## src/rtl/ondra_sram_arbiter.sv

```systemverilog
// Shares the single external SRAM between video fetch, Z80 bus and background loader (video > CPU > loader, loader starvation guard).
// Latency: request sampled in IDLE at edge k -> one-cycle ack during cycle k+ACC_CYCLES+2; setup/strobe/hold per access.
// Backpressure: requests are levels held until their ack; losing requesters simply wait, no request is ever dropped.
module ondra_sram_arbiter #(
  parameter int unsigned ACC_CYCLES = 2,
  parameter int unsigned STARVE_MAX = 8,
  parameter logic [4:0]  BANK       = 5'd0
) (
  input  logic        clk_sys,
  input  logic        reset_n,
  input  logic        vid_req,
  input  logic [15:0] vid_addr,
  output logic        vid_ack,
  output logic [7:0]  vid_rdata,
  input  logic        cpu_req,
  input  logic        cpu_we,
  input  logic [15:0] cpu_addr,
  input  logic [7:0]  cpu_wdata,
  output logic        cpu_ack,
  output logic [7:0]  cpu_rdata,
  input  logic        ldr_req,
  input  logic        ldr_we,
  input  logic [15:0] ldr_addr,
  input  logic [7:0]  ldr_wdata,
  output logic        ldr_ack,
  output logic [7:0]  ldr_rdata,
  output logic [20:0] sram_addr,
  output logic [7:0]  sram_dout,
  output logic        sram_oe,
  input  logic [7:0]  sram_din,
  output logic        sram_we_n,
  output logic [1:0]  grant,
  output logic        busy
);

  typedef enum logic [1:0] {S_IDLE, S_ADDR, S_STROBE, S_HOLD} state_t;

  localparam logic [1:0] OWN_NONE = 2'd0;
  localparam logic [1:0] OWN_VID  = 2'd1;
  localparam logic [1:0] OWN_CPU  = 2'd2;
  localparam logic [1:0] OWN_LDR  = 2'd3;

  localparam logic [2:0] STROBE_LAST = 3'(ACC_CYCLES - 1);
  localparam logic [3:0] STARVE_LIM  = 4'(STARVE_MAX);

  state_t      state, state_nx;
  logic [1:0]  owner;
  logic        we_q;
  logic [20:0] addr_q;
  logic [7:0]  wdata_q;
  logic [2:0]  strobe_cnt;
  logic [3:0]  starve_cnt;

  logic        arb_en;
  logic        vid_elig, cpu_elig, ldr_elig;
  logic [1:0]  win;
  logic        sel_we;
  logic [15:0] sel_addr;
  logic [7:0]  sel_wdata;

  // Pick the winner; in HOLD the owner's request is still up during its ack, so it is masked.
  always_comb begin
    arb_en   = (state == S_IDLE) || (state == S_HOLD);
    vid_elig = vid_req && arb_en && !((state == S_HOLD) && (owner == OWN_VID));
    cpu_elig = cpu_req && arb_en && !((state == S_HOLD) && (owner == OWN_CPU));
    ldr_elig = ldr_req && arb_en && !((state == S_HOLD) && (owner == OWN_LDR));
    win = OWN_NONE;
    if (vid_elig)                                   win = OWN_VID;
    else if (ldr_elig && (starve_cnt == STARVE_LIM)) win = OWN_LDR;
    else if (cpu_elig)                              win = OWN_CPU;
    else if (ldr_elig)                              win = OWN_LDR;
  end

  // Request fields of the winner, captured on the edge into ADDR.
  always_comb begin
    sel_we    = 1'b0;
    sel_addr  = vid_addr;
    sel_wdata = 8'h00;
    if (win == OWN_CPU) begin
      sel_we    = cpu_we;
      sel_addr  = cpu_addr;
      sel_wdata = cpu_wdata;
    end else if (win == OWN_LDR) begin
      sel_we    = ldr_we;
      sel_addr  = ldr_addr;
      sel_wdata = ldr_wdata;
    end
  end

  // State register.
  always_ff @(posedge clk_sys or negedge reset_n) begin
    if (!reset_n) state <= S_IDLE;
    else          state <= state_nx;
  end

  // Next state plus strobe/ack/status outputs, all decoded from registered state.
  always_comb begin
    state_nx = state;
    vid_ack  = 1'b0;
    cpu_ack  = 1'b0;
    ldr_ack  = 1'b0;
    case (state)
      S_IDLE:   if (win != OWN_NONE) state_nx = S_ADDR;
      S_ADDR:   state_nx = S_STROBE;
      S_STROBE: if (strobe_cnt == STROBE_LAST) state_nx = S_HOLD;
      S_HOLD: begin
        vid_ack  = (owner == OWN_VID);
        cpu_ack  = (owner == OWN_CPU);
        ldr_ack  = (owner == OWN_LDR);
        state_nx = (win != OWN_NONE) ? S_ADDR : S_IDLE;
      end
      default:  state_nx = S_IDLE;
    endcase
    busy      = (state != S_IDLE);
    grant     = (state == S_IDLE) ? OWN_NONE : owner;
    sram_oe   = we_q && (state != S_IDLE);
    sram_we_n = !((state == S_STROBE) && we_q);
    sram_addr = addr_q;
    sram_dout = wdata_q;
  end

  // Latch owner and request fields so the bus stays stable while the requester changes its inputs.
  always_ff @(posedge clk_sys or negedge reset_n) begin
    if (!reset_n) begin
      owner   <= OWN_NONE;
      we_q    <= 1'b0;
      addr_q  <= 21'd0;
      wdata_q <= 8'd0;
    end else if (state_nx == S_ADDR) begin
      owner   <= win;
      we_q    <= sel_we;
      addr_q  <= {BANK, sel_addr};
      wdata_q <= sel_wdata;
    end
  end

  // Count strobe cycles of the current access.
  always_ff @(posedge clk_sys or negedge reset_n) begin
    if (!reset_n)                 strobe_cnt <= 3'd0;
    else if (state == S_STROBE)   strobe_cnt <= strobe_cnt + 3'd1;
    else                          strobe_cnt <= 3'd0;
  end

  // Capture read data on the edge closing the last strobe cycle; it stays until that owner's next read.
  always_ff @(posedge clk_sys or negedge reset_n) begin
    if (!reset_n) begin
      vid_rdata <= 8'd0;
      cpu_rdata <= 8'd0;
      ldr_rdata <= 8'd0;
    end else if ((state == S_STROBE) && (strobe_cnt == STROBE_LAST) && !we_q) begin
      if (owner == OWN_VID) vid_rdata <= sram_din;
      if (owner == OWN_CPU) cpu_rdata <= sram_din;
      if (owner == OWN_LDR) ldr_rdata <= sram_din;
    end
  end

  // Count CPU wins over a waiting loader; video wins leave it alone.
  always_ff @(posedge clk_sys or negedge reset_n) begin
    if (!reset_n) begin
      starve_cnt <= 4'd0;
    end else if (arb_en) begin
      if (!ldr_elig || (win == OWN_LDR))
        starve_cnt <= 4'd0;
      else if ((win == OWN_CPU) && (starve_cnt != STARVE_LIM))
        starve_cnt <= starve_cnt + 4'd1;
    end
  end

endmodule

```

## config.mk

```make
export PLATFORM = sky130hd
export DESIGN_NAME = ondra_sram_arbiter
export DESIGN_NICKNAME = d
export VERILOG_FILES = /design/src/rtl/ondra_sram_arbiter.sv
export SDC_FILE = /design/constraint.sdc
export NUM_CORES = 1
export LEC_CHECK = 0
export ABC_AREA = 0
export BUFFER_PORTS_ARGS = -buffer_cell sky130_fd_sc_hd__buf_2
export CORE_ASPECT_RATIO = 1.75
export CORE_MARGIN = 2
export CORE_UTILIZATION = 47
export DETAILED_ROUTE_END_ITERATION = 10
export GPL_TIMING_DRIVEN = 0
export HOLD_SLACK_MARGIN = 0.06
export PLACE_DENSITY_LB_ADDON = 0.2
export RECOVER_POWER = 100
export SLEW_MARGIN = 25
export SYNTH_ARGS = -nofsm -noshare
export SYNTH_HDL_FRONTEND = slang
export SYNTH_SLANG_ARGS = --single-unit
```

## constraint.sdc

```tcl
create_clock -name clk_sys -period 2.6 [get_ports clk_sys]
set_input_delay 0.52 -clock clk_sys [delete_from_list [all_inputs] [get_ports clk_sys]]
set_output_delay 0.52 -clock clk_sys [all_outputs]
set_load 0.05 [all_outputs]
```

==> impl_metrics.tcl <==
set metrics [dict create \
    synthCells 267 \
    diodes 0 \
    multiInputGateArea_um2 1460 \
    syn-cell-area_um2 3100 \
    cts_hold_buf 0 \
    critical_path.startpoint_type "register" \
    synth-xor-area-share 0.00283 \
    number_of_pins_exceeding_their_max_slew_limit_in_the_final_report 0 \
    maxCapViolations 0 \
    clkTransAtPathRegs_ps 50 \
    netSwitchingPower_w 0.00340 \
    synth.yosys.warnings 0 \
    static_leak_nw 1.96 \
    relSlewSlack 0.0191 \
    critPathArrivalTime_ps 2620 \
    fin_skew_ps 3.35 \
    tightestPinTransition_ps 1470 \
    synthesis.area_per_instance_um2 11.6 \
    die_height_um 111 \
    die_x_um 65.4 \
    worst_skew_pair.late_latency_ps 330 \
    seqPwrFrac 0.224 \
    route.antenna.remaining_nets 0 \
    detail_route.iter0.violations 155 \
    synth_compound_gate_area_share 0.185 \
    synth_seq_cells 60 \
    synthDistinctLibCells 44 \
    asyncSetResetFlopFracSynth 1.00 \
    gp_routability_congestion 0.786 \
    cts_buffer_depth 2 \
    finalCritPeriodShare 0.926 \
    power.density_cell_area_nw_per_um2 1650 \
    grt_pass1_vias 2875 \
    post_synth_fa_ha_maj_area_fraction 0.0283 \
    maximum_clock_rate_mhz 415 \
    design.die.area_um2 7280 \
    per_cell_routed_wire_length_um 15.4 \
    shortest_period_the_worst_path_allows_ps 2410 \
    finalSetupViolCount 0 \
    final_setup_tns_ps 0 \
    grt_setup_unrepaired "false" \
    worstSetupPathType "reg -> reg" \
    via_count 2754 \
    clkSinkCount 60 \
    core_um2 6440 \
    htree_num_levels 3 \
    drt-pass1-iter-count 4 \
    hold_viol 0 \
    fillCellCount 590 \
    number_of_flops_mapped_to_enable_cells_by_yosys 0 \
    initial_antenna_violation_count 0 \
    detailed_placement_hpwl_um 5940 \
    run_status "complete, no violations" \
    cts_buffers 9 \
    synth_top_family_by_area "compound AO/OA/AOI/OAI gates" \
    drc_errors 0 \
    area_growth_syn_to_layout_pct 35.7 \
    fp-row-count 39 \
    dpl_cell_area_um2 3890 \
    detail_route.vias_per_cell 5.44 \
    critical_path.max_fanout 10 \
    boundaryPins 140 \
    share_of_layout_cells_above_drive_strength_1 0.358 \
    synth_seq_area_share 0.485 \
    ys_top_cells_by_area "sky130_fd_sc_hd__dfrtp_1 (48%), sky130_fd_sc_hd__mux2_2 (12%), sky130_fd_sc_hd__a221o_1 (4.8%)" \
    worstPathRequired_ps 2810 \
    gr-total-overflow 0 \
    final_cell_area_um2 4200 \
    layout.area.seq_um2 1500 \
    synth_top_cell_area_share 0.485 \
    p_clk_frac 0.199 \
    internal-power_w 0.00355 \
    worstHoldPathType "in -> reg" \
    power.ir.vdd_worst_v 0.00117 \
    io_buffer_count 134 \
    grt_pass1_wl_um 12900 \
    cts_tree "yes" \
    layout.nets 505 \
    yosys-mux-area-fraction 0.130 \
    combinationalPowerShare 0.577 \
    end_kind "register" \
    swShare 0.489 \
    initial_core_util 0.481 \
    yosysTopAreaCell "sky130_fd_sc_hd__dfrtp_1" \
    ctsRootBufferMaster "sky130_fd_sc_hd__clkbuf_16" \
    detail_route.wirelength_um 7810 \
    groute.usage.overall 0.227 \
    synth-simple-area-share 0.114 \
    grt_start_max_net_pins 61 \
    synth-main-ff-cell "sky130_fd_sc_hd__dfrtp_1" \
]
==> power groups by stage <==
| stage | Clock [W] | Combinational (W) | Sequential, W |
|---|---|---|---|
| 2_1_floorplan | 0 | 0.00196 | 0.00272 |
| 3_3_place_gp | 0 | 0.00401 | 0.00154 |
| 3_5_place_dp | 0 | 0.00408 | 0.00155 |
| 4_1_cts | 0.00140 | 0.00409 | 0.00155 |
| 5_1_grt | 0.00144 | 0.00431 | 0.00161 |
| 6_report | 0.00138 | 0.00401 | 0.00156 |
==> registers in the layout (all words and copies together), names as in the netlist <==
name / flops
sram_addr: 16
cpu_rdata: 8
ldr_rdata: 8
sram_dout: 8
vid_rdata: 8
starve_cnt: 4
strobe_cnt: 3
owner: 2
state: 2
we_q: 1
==> path summary, 6_finish.rpt <==
kind	end	startpoint	depth (start not counted)	slack [ps]
worst max-delay path	sram_dout[3]	state[0]	8	190
worst min-delay path	vid_rdata[5]	sram_din[5]	2	450
worst max register to register	sram_dout[3]	state[0]	8	190
worst min register to register	strobe_cnt[0]	strobe_cnt[0]	1	460
max in group asynchronous	sram_dout[3]	reset_n	1	1180
min in group asynchronous	starve_cnt[0]	reset_n	1	540
==> cells in the mapped netlist (4+ instances only) <==
master,n
sky130_fd_sc_hd__buf_2,5
sky130_fd_sc_hd__a21oi_1,4
sky130_fd_sc_hd__nor2_1,24
sky130_fd_sc_hd__mux2_2,33
sky130_fd_sc_hd__buf_4,6
sky130_fd_sc_hd__nor2b_1,6
sky130_fd_sc_hd__inv_1,8
sky130_fd_sc_hd__clkbuf_1,6
sky130_fd_sc_hd__dfrtp_1,60
sky130_fd_sc_hd__nand2_1,5
sky130_fd_sc_hd__nand2b_1,4
sky130_fd_sc_hd__ha_1,7
sky130_fd_sc_hd__a221o_1,15
sky130_fd_sc_hd__a32o_1,15
sky130_fd_sc_hd__nor3_1,15
sky130_fd_sc_hd__buf_6,4
sky130_fd_sc_hd__a22o_1,9
sky130_fd_sc_hd__o21ai_0,5
==> cell type report <==
| cell class | count | share of cell area |
|---|---|---|
| well taps | 82 | 0.0244 |
| clock inverters | 4 | 0.0226 |
| repair buffers | 137 | 0.148 |
| multi-input cells | 182 | 0.347 |
| plain buffers | 21 | 0.0327 |
| flip-flops and latches | 60 | 0.357 |
| clock buffers | 12 | 0.0610 |
| inverters | 8 | 0.00714 |
==> layer usage <==
layer  share of wire  up-vias  global-route usage
li1                -     1308                   -
met1            0.37     1319               0.246
met5               0        -                   0
met4           0.025        0              0.0972
met3           0.067       16              0.0525
met2            0.54      111               0.410
==> placed cells by master, fill, tap and decap left out, types with 2 or more instances in the layout <==
master / count
sky130_fd_sc_hd__buf_2: 81
sky130_fd_sc_hd__clkbuf_1: 63
sky130_fd_sc_hd__dfrtp_1: 60
sky130_fd_sc_hd__mux2_2: 33
sky130_fd_sc_hd__nor2_1: 24
sky130_fd_sc_hd__a221o_1: 15
sky130_fd_sc_hd__nor3_1: 15
sky130_fd_sc_hd__a32o_1: 15
sky130_fd_sc_hd__buf_4: 9
sky130_fd_sc_hd__a22o_1: 9
sky130_fd_sc_hd__clkbuf_16: 9
sky130_fd_sc_hd__inv_1: 8
sky130_fd_sc_hd__ha_1: 7
sky130_fd_sc_hd__nor2b_1: 6
sky130_fd_sc_hd__conb_1: 5
sky130_fd_sc_hd__buf_6: 4
sky130_fd_sc_hd__nand2_1: 4
sky130_fd_sc_hd__o21ai_0: 4
sky130_fd_sc_hd__nand2b_1: 4
sky130_fd_sc_hd__and3_1: 3
sky130_fd_sc_hd__mux2i_1: 3
sky130_fd_sc_hd__a21oi_1: 3
sky130_fd_sc_hd__bufinv_16: 3
sky130_fd_sc_hd__nand3b_1: 2
sky130_fd_sc_hd__o2bb2ai_1: 2
sky130_fd_sc_hd__o22ai_1: 2
sky130_fd_sc_hd__nand3_1: 2
sky130_fd_sc_hd__nand2_2: 2
sky130_fd_sc_hd__clkbuf_2: 2
sky130_fd_sc_hd__clkbuf_8: 2
==> worst max-delay path, stage by stage, from the launching register on <==
cell and delay [ps]:
sky130_fd_sc_hd__dfrtp_1 380, sky130_fd_sc_hd__inv_1 70, sky130_fd_sc_hd__ha_1 380, sky130_fd_sc_hd__nand2b_1 290, sky130_fd_sc_hd__o31ai_4 370, sky130_fd_sc_hd__nor2_4 120, sky130_fd_sc_hd__buf_6 160, sky130_fd_sc_hd__a22o_1 240
sky130_fd_sc_hd__mux2_2 260
==> through the flow <==
stage	util	total power [W]	worst slack, ps	cells	hold slack, ps
after floorplan	-	0.00468	378	271	224
after global routing	0.652	0.00736	51.8	506	454
after global placement	0.603	0.00555	88.8	487	454
after detailed placement	0.604	0.00564	34.3	487	456
after CTS	0.658	0.00704	19.6	503	294
final	0.652	0.00695	192	506	453
==> cell families (layout without fill, tap and decap cells) <==
family | Yosys count | after routing
xor gates and xnor gates | 1 | 1
buffers and inverters | 29 | 182
DFF | 60 | 60
AOI/OAI and AO/OA | 65 | 65
and+or+nand+nor | 68 | 68
muxes | 36 | 36
adders and majority gates | 7 | 7
other | 1 | 5
==> what timing repair did <==
| action | in CTS | in global routing |
|---|---|---|
| hold endpoints to repair | 0 | 0 |
| buffers inserted | 0 | 3 |
| endpoints found under the setup margin | 0 | 17 |
| resized for setup | 0 | 4 |
(Power assumes the default switching activity.)
